<file path="config.mk">
export PLATFORM = sky130hd
export DESIGN_NAME = player_hop_ctrl_flat
export DESIGN_NICKNAME = d
export VERILOG_FILES = /design/src/rtl/player_hop_ctrl_if.sv /design/src/rtl/player_hop_ctrl.sv /design/src/flat_wrapper.sv
export SDC_FILE = /design/constraint.sdc
export NUM_CORES = 1
export LEC_CHECK = 0
export CAP_MARGIN = 40
export CORE_MARGIN = 2
export CORE_UTILIZATION = 54
export CTS_CLUSTER_DIAMETER = 50
export DETAILED_ROUTE_END_ITERATION = 8
export GPL_TIMING_DRIVEN = 0
export MAX_ROUTING_LAYER = met4
export PLACE_DENSITY_LB_ADDON = 0.12
export SYNTH_ARGS = -nofsm -noshare
export SYNTH_HDL_FRONTEND = slang
export SYNTH_SLANG_ARGS = --single-unit
</file>
<file path="constraint.sdc">
create_clock -name clk -period 3.4 [get_ports clk]
set_clock_uncertainty 0.2 [all_clocks]
set_input_delay 0.68 -clock clk [delete_from_list [all_inputs] [get_ports clk]]
set_output_delay 0.68 -clock clk [all_outputs]
set_load 0.1 [all_outputs]
</file>
<file path="src/rtl/player_hop_ctrl_if.sv">
// VGA-side bundle for the player controller: timing inputs from the VGA block
// and the per-pixel sprite flag returned to the RGB stage.
interface player_hop_ctrl_if;
  logic [9:0] haddr;
  logic [9:0] vaddr;
  logic       display_on;
  logic       vsync;
  logic       player_pix;

  modport master (
    output haddr,
    output vaddr,
    output display_on,
    output vsync,
    input  player_pix
  );

  modport slave (
    input  haddr,
    input  vaddr,
    input  display_on,
    input  vsync,
    output player_pix
  );
endinterface

</file>
<file path="src/rtl/player_hop_ctrl.sv">
// Chicken controller: debounced hop button, frame-paced hop FSM, lane/score tracking
// and sprite pixel flag. Optional macro PLAYER_BLINK_EN blinks the sprite while DEAD.
module player_hop_ctrl #(
  parameter int DEBOUNCE_CYCLES = 250000,
  parameter int HOP_FRAMES      = 8,
  parameter int LANE_HEIGHT     = 32,
  parameter int NUM_LANES       = 15,
  parameter int START_LANE      = 14,
  parameter int PLAYER_X        = 304,
  parameter int SPRITE_W        = 32
) (
  input  logic               clk,
  input  logic               sys_rst,
  input  logic               move_i,
  input  logic               hit_i,
  player_hop_ctrl_if.slave   vga,
  output logic [3:0]         player_lane_o,
  output logic [7:0]         score_o,
  output logic               hopping_o,
  output logic               dead_o
);

  localparam int DBW     = ($clog2(DEBOUNCE_CYCLES) > 1) ? $clog2(DEBOUNCE_CYCLES) : 2;
  localparam int HCW     = ($clog2(HOP_FRAMES) > 0) ? $clog2(HOP_FRAMES) : 1;
  localparam int START_C = (START_LANE < NUM_LANES) ? START_LANE : NUM_LANES - 1;

  localparam logic [DBW-1:0] DB_LAST    = DBW'(DEBOUNCE_CYCLES - 1);
  localparam logic [HCW-1:0] HOP_LAST   = HCW'(HOP_FRAMES - 1);
  localparam logic [3:0]     LANE_START = 4'(START_C);
  localparam logic [9:0]     LANE_H     = 10'(LANE_HEIGHT);
  localparam logic [9:0]     Y_STEP     = 10'(LANE_HEIGHT / HOP_FRAMES);
  localparam logic [10:0]    X_LO       = 11'(PLAYER_X);
  localparam logic [10:0]    X_HI       = 11'(PLAYER_X + SPRITE_W);

  localparam logic [1:0] ST_IDLE = 2'd0;
  localparam logic [1:0] ST_HOP  = 2'd1;
  localparam logic [1:0] ST_DEAD = 2'd2;

  logic           sync1_q, sync2_q;
  logic           db_lvl_q, db_lvl_d, db_prev_q;
  logic [DBW-1:0] db_cnt_q, db_cnt_d;
  logic           vsync_q;
  logic           press_s, tick_s;
  logic [1:0]     state_q, state_d;
  logic [HCW-1:0] hop_cnt_q, hop_cnt_d;
  logic [3:0]     lane_q, lane_d;
  logic [7:0]     score_q, score_d;
  logic           hopping_q, dead_q, pix_q;
  logic           pix_s, x_hit_s, y_hit_s;
  logic [9:0]     y_off_s, player_y_s;
  logic [10:0]    y_end_s;

  assign press_s = db_lvl_q & ~db_prev_q;
  assign tick_s  = vsync_q & ~vga.vsync;

  // The counter only runs while the synced sample disagrees with the debounced level.
  always_comb begin
    db_cnt_d = db_cnt_q;
    db_lvl_d = db_lvl_q;
    if (sync2_q == db_lvl_q) begin
      db_cnt_d = DBW'(0);
    end else if (db_cnt_q == DB_LAST) begin
      db_lvl_d = sync2_q;
      db_cnt_d = DBW'(0);
    end else begin
      db_cnt_d = db_cnt_q + DBW'(1);
    end
  end

  always_ff @(posedge clk or negedge sys_rst) begin
    if (!sys_rst) begin
      sync1_q   <= 1'b0;
      sync2_q   <= 1'b0;
      db_lvl_q  <= 1'b0;
      db_prev_q <= 1'b0;
      db_cnt_q  <= DBW'(0);
      vsync_q   <= 1'b0;
    end else begin
      sync1_q   <= move_i;
      sync2_q   <= sync1_q;
      db_lvl_q  <= db_lvl_d;
      db_prev_q <= db_lvl_q;
      db_cnt_q  <= db_cnt_d;
      vsync_q   <= vga.vsync;
    end
  end

  // hit outranks tick, tick outranks press; presses while hopping are simply lost.
  always_comb begin
    state_d   = state_q;
    hop_cnt_d = hop_cnt_q;
    lane_d    = lane_q;
    score_d   = score_q;
    case (state_q)
      ST_IDLE: begin
        if (hit_i) begin
          state_d = ST_DEAD;
        end else if (press_s) begin
          state_d   = ST_HOP;
          hop_cnt_d = HCW'(0);
        end else begin
          state_d = ST_IDLE;
        end
      end
      ST_HOP: begin
        if (hit_i) begin
          state_d = ST_DEAD;
        end else if (tick_s) begin
          if (hop_cnt_q == HOP_LAST) begin
            state_d   = ST_IDLE;
            hop_cnt_d = HCW'(0);
            if (lane_q == 4'd0) begin
              lane_d  = LANE_START;
              score_d = (score_q == 8'hFF) ? 8'hFF : score_q + 8'd1;
            end else begin
              lane_d = lane_q - 4'd1;
            end
          end else begin
            hop_cnt_d = hop_cnt_q + HCW'(1);
          end
        end else begin
          state_d = ST_HOP;
        end
      end
      ST_DEAD: begin
        if (press_s) begin
          state_d   = ST_IDLE;
          lane_d    = LANE_START;
          score_d   = 8'd0;
          hop_cnt_d = HCW'(0);
        end else begin
          state_d = ST_DEAD;
        end
      end
      default: begin
        state_d   = ST_IDLE;
        hop_cnt_d = HCW'(0);
      end
    endcase
  end

  always_ff @(posedge clk or negedge sys_rst) begin
    if (!sys_rst) begin
      state_q   <= ST_IDLE;
      hop_cnt_q <= HCW'(0);
      lane_q    <= LANE_START;
      score_q   <= 8'd0;
      hopping_q <= 1'b0;
      dead_q    <= 1'b0;
    end else begin
      state_q   <= state_d;
      hop_cnt_q <= hop_cnt_d;
      lane_q    <= lane_d;
      score_q   <= score_d;
      hopping_q <= (state_d == ST_HOP);
      dead_q    <= (state_d == ST_DEAD);
    end
  end

`ifdef PLAYER_BLINK_EN
  logic [7:0] frame_cnt_q;

  always_ff @(posedge clk or negedge sys_rst) begin
    if (!sys_rst) begin
      frame_cnt_q <= 8'd0;
    end else if (tick_s) begin
      frame_cnt_q <= frame_cnt_q + 8'd1;
    end else begin
      frame_cnt_q <= frame_cnt_q;
    end
  end
`endif

  // Sprite rises by Y_STEP per hop frame; 10-bit wrap above row 0 is intentional.
  always_comb begin
    if (state_q == ST_HOP) begin
      y_off_s = 10'(hop_cnt_q) * Y_STEP;
    end else begin
      y_off_s = 10'd0;
    end
    player_y_s = (10'(lane_q) * LANE_H) - y_off_s;
    y_end_s    = {1'b0, player_y_s} + {1'b0, LANE_H};
    x_hit_s    = ({1'b0, vga.haddr} >= X_LO) && ({1'b0, vga.haddr} < X_HI);
    y_hit_s    = (vga.vaddr >= player_y_s) && ({1'b0, vga.vaddr} < y_end_s);
    pix_s      = vga.display_on & x_hit_s & y_hit_s;
`ifdef PLAYER_BLINK_EN
    if (state_q == ST_DEAD) begin
      pix_s = pix_s & frame_cnt_q[3];
    end else begin
      pix_s = pix_s;
    end
`endif
  end

  always_ff @(posedge clk or negedge sys_rst) begin
    if (!sys_rst) begin
      pix_q <= 1'b0;
    end else begin
      pix_q <= pix_s;
    end
  end

  assign vga.player_pix = pix_q;
  assign player_lane_o  = lane_q;
  assign score_o        = score_q;
  assign hopping_o      = hopping_q;
  assign dead_o         = dead_q;

endmodule

</file>
<file path="src/flat_wrapper.sv">
// flat-port wrapper written by rule: the top's interface ports become plain ports
module player_hop_ctrl_flat 
#(
  parameter int DEBOUNCE_CYCLES = 250000,
  parameter int HOP_FRAMES      = 8,
  parameter int LANE_HEIGHT     = 32,
  parameter int NUM_LANES       = 15,
  parameter int START_LANE      = 14,
  parameter int PLAYER_X        = 304,
  parameter int SPRITE_W        = 32
)
  (clk, sys_rst, move_i, hit_i, player_lane_o, score_o, hopping_o, dead_o, vga_haddr, vga_vaddr, vga_display_on, vga_vsync, vga_player_pix);
  player_hop_ctrl_if vga_i ();
  input  logic clk;
  input  logic sys_rst;
  input  logic move_i;
  input  logic hit_i;
  output logic [3:0] player_lane_o;
  output logic [7:0] score_o;
  output logic hopping_o;
  output logic dead_o;
  input wire logic [$bits(vga_i.haddr)-1:0] vga_haddr;
  input wire logic [$bits(vga_i.vaddr)-1:0] vga_vaddr;
  input wire logic [$bits(vga_i.display_on)-1:0] vga_display_on;
  input wire logic [$bits(vga_i.vsync)-1:0] vga_vsync;
  output wire logic [$bits(vga_i.player_pix)-1:0] vga_player_pix;
  assign vga_i.haddr = vga_haddr;
  assign vga_i.vaddr = vga_vaddr;
  assign vga_i.display_on = vga_display_on;
  assign vga_i.vsync = vga_vsync;
  assign vga_player_pix = vga_i.player_pix;
  player_hop_ctrl #(.DEBOUNCE_CYCLES(DEBOUNCE_CYCLES), .HOP_FRAMES(HOP_FRAMES), .LANE_HEIGHT(LANE_HEIGHT), .NUM_LANES(NUM_LANES), .START_LANE(START_LANE), .PLAYER_X(PLAYER_X), .SPRITE_W(SPRITE_W)) u_core (.clk(clk), .sys_rst(sys_rst), .move_i(move_i), .hit_i(hit_i), .vga(vga_i), .player_lane_o(player_lane_o), .score_o(score_o), .hopping_o(hopping_o), .dead_o(dead_o));
endmodule
</file>
==> impl_metrics.py <==
metrics = {
    "outcome": {
        "status": "finished clean",
    },
    "detailed_routing": {
        "firstDrtPassIters": 4,
        "ant_nets": 0,
        "drc": 0,
        "routed-via-count": 2172,
        "drt_wl_total_um": 5156,
        "vias_per_cell": 5.598,
        "wl_per_cell_um": 13.29,
        "first_iter_violations": 81,
    },
    "clock_network": {
        "clockBufferDepth": 2,
        "clock_latency_ns": 0.30,
        "cts_inserted_buffers": 5,
        "htreeDepth": 2,
        "cts_tree": "built",
        "numClockSinks": 43,
        "cts_root_buffer": "clkbuf_8",
        "cts.clk_slew.worst_paths_ns": 0.09,
    },
    "yosys": {
        "synth_xor_area_share_pct": 7.476,
        "synthFlopType": "dfrtp_1",
        "avgSynthCellArea_um2": 9.373,
        "syn_nets": 322,
        "ys_async_sr_fraction_pct": 100.0,
        "yosys.area_share.adder_pct": 10.19,
        "synthDistinctLibCells": 44,
        "synth-edff-count": 0,
        "muxShareOfSynthArea_pct": 1.311,
        "ys_seq_area_share_pct": 41.89,
        "synth_seq_cells": 43,
        "yosys_warnings": 0,
        "synth_top_family_by_area": "simple AND/OR/NAND/NOR gates",
        "syn_area_um2": 2577,
        "synth_compound_area_share_pct": 14.37,
        "synth_cells": 275,
        "yosys.area_share.simple_pct": 21.36,
    },
    "global_routing": {
        "grt_usage_pct": 21.98,
        "grt_pass1_vias": 2086,
        "gr-total-overflow": 0,
        "grt_max_degree": 29,
        "antenna_found_initial": 0,
        "grt_pass1_wl_um": 8935,
    },
    "worst_setup_path": {
        "crit_fanout": 9,
        "start_kind": "flip-flop",
        "worstReg2RegEnd": "u_core.vga.player_pix",
        "required_ns": 3.41,
        "path_common_cell": "ha_1",
        "critPathSlowestCell": "dfrtp_1",
        "r2r_cells": 15,
        "cp.depth": 15,
        "critical_path_class": "reg -> reg",
        "endpoint": "u_core.vga.player_pix",
        "crit_start": "u_core.state_q[1]",
        "cpPeakStageDelay_ns": 0.38,
        "crit_family": "compound AO/OA/AOI/OAI gates",
        "r2r-start": "u_core.state_q[1]",
        "cp.arrival_ns": 3.14,
        "end_kind": "flip-flop",
        "worstPathCellList": "buf_6 -> nor2_2 -> nand2_1 -> ha_1 -> a21oi_2 -> xnor2_2 -> inv_1 -> ha_1 -> inv_1 -> ha_1 -> o211ai_1 -> a21oi_1 -> a211oi_1 -> o21ai_1 -> a221oi_2",
        "cp_num_buf_inv": 3,
        "rrSetupSlack_ns": 0.28,
    },
    "layout": {
        "diodes": 0,
        "fin_cells": 388,
        "layout-drive-gt1-share_pct": 12.87,
        "post-route-cell-area_um2": 3383,
        "fillers": 353,
        "final_common_cell": "dfrtp_1",
        "fin_nets": 380,
        "mostFrequentLayoutCells": "dfrtp_1, clkdlybuf4s50_1, nor2_1",
        "syn2layout_area_growth_pct": 31.26,
    },
    "placed_design": {
        "numPortBuffers": 35,
        "placed_area_um2": 3236,
        "gp_congestion": 0.7964,
        "hpwlAfterDp_um": 3875,
        "dp_cells": 380,
        "place_worst_setup_slack_ns": 0.06592,
    },
    "timing": {
        "max_freq_ghz": 0.3202,
        "setup_viol": 0,
        "finalHoldViolCount": 0,
        "setup_ws_ns": 0.2769,
        "setup-tns-final_ns": 0,
        "drv_slew": 0,
        "tightest_slew_ns": 0.6408,
        "relSlewSlack_pct": 56.99,
        "period_share_pct": 91.86,
        "finalCriticalPeriod_ns": 3.123,
        "whs_ns": 0.08770,
    },
    "floorplan": {
        "dieArea_um2": 5341,
        "num_rows": 25,
        "die_x_um": 73.09,
        "design.portCount": 41,
        "die_height_um": 73.09,
        "initial_core_util_pct": 55.30,
        "core_region_area_um2": 4661,
    },
    "hold_path": {
        "worstHoldPathType": "in -> async",
    },
    "power_and_ir_drop": {
        "p_leak_nw": 1.480,
        "vdd_drop_max_mv": 0.2789,
        "powerDensity_nw_per_um2": 317.3,
    },
    "run": {
        "cap_violations": 0,
    },
}
-- state kept, by name, summed over array words and instances (netlist names), 2 cells and up --
name	flops
u_core.state_q	2
u_core.db_cnt_q	18
u_core.score_o	8
u_core.player_lane_o	4
u_core.hop_cnt_q	3
-- power by group --
group / switching (mW) / internal (mW) / leakage [nW] / total [mW]
Clock: 0.178 / 0.293 / 0.0644 / 0.471
Combinational: 0.0382 / 0.0382 / 0.851 / 0.0763
Sequential: 0.00744 / 0.519 / 0.565 / 0.527
Total: 0.223 / 0.850 / 1.48 / 1.07
-- how the worst min path moves through the flow --
stage / start / end / slack [ns] / cells past startpoint
floorplan: u_core.sync1_q / u_core.sync2_q / 0.13 / 0
global placement: u_core.sync1_q / u_core.sync2_q / 0.13 / 0
detailed placement: u_core.sync1_q / u_core.sync2_q / 0.14 / 0
CTS: sys_rst / u_core.db_cnt_q[13] / 0.1 / 1
global route: sys_rst / u_core.db_cnt_q[13] / 0.11 / 1
finish: sys_rst / u_core.db_cnt_q[13] / 0.09 / 1
-- area by class of cell --
class / instances / area [µm²] / area share, %
plain buffers: 7 / 35.03 / 1.036
inverters: 14 / 52.55 / 1.553
clock inverters: 3 / 67.56 / 1.997
well taps: 54 / 67.56 / 1.997
repair buffers: 51 / 590.6 / 17.46
clock buffers: 5 / 68.82 / 2.034
flip-flops and latches: 43 / 1081 / 31.95
multi-input cells: 211 / 1420 / 41.97
-- metal layers --
metal / wire length, µm / vias up / part of all wire [%] / GRT usage [%]
met3: 176 / 4 / 3.4 / 4.558
li1: - / 1100 / - / -
met2: 2571 / 42 / 50 / 36.64
met4: 59 / 0 / 1.1 / 6.996
met1: 2348 / 1026 / 46 / 26.68
met5: 0 / - / 0 / -
-- cells in the mapped netlist (4+ instances only) --
| library cell | number | area, µm² |
|---|---|---|
| nor3_1 | 4 | 20.02 |
| ha_1 | 21 | 262.8 |
| nand3_1 | 13 | 65.06 |
| and3_1 | 7 | 43.79 |
| nand2b_1 | 5 | 31.28 |
| o21ai_0 | 12 | 60.06 |
| a21oi_1 | 18 | 90.09 |
| dfrtp_1 | 40 | 1001 |
| a31oi_1 | 4 | 25.02 |
| nor4_1 | 4 | 25.02 |
| and4_1 | 4 | 35.03 |
| o211ai_1 | 4 | 30.03 |
| xnor2_1 | 13 | 113.9 |
| xor2_1 | 9 | 78.83 |
| inv_1 | 14 | 52.55 |
| nand2_1 | 20 | 75.07 |
| nor2_1 | 31 | 116.4 |
| nand4_1 | 5 | 31.28 |
| clkbuf_1 | 5 | 18.77 |
-- cell families after synthesis --
family / after synthesis
simple gates: 107
flops: 43
xor+xnor: 22
mux: 3
buf+inv: 21
compound gates: 58
fa+ha+maj: 21
-- timing repair --
action	CTS	global route
buffers inserted	0	0
gates resized for setup	0	4
setup endpoints to repair	0	1
hold buffers	0	0
-- metrics by stage --
step / util (%) / power, mW
final: 72.59 / 1.074
after global routing: 72.59 / 1.114
after CTS: 72.35 / 1.086
after detailed placement: 69.42 / 0.6142
after global placement: 64.27 / 0.6090
after floorplan: - / 0.5664
No activity file was read; power rests on OpenSTA's default activity.
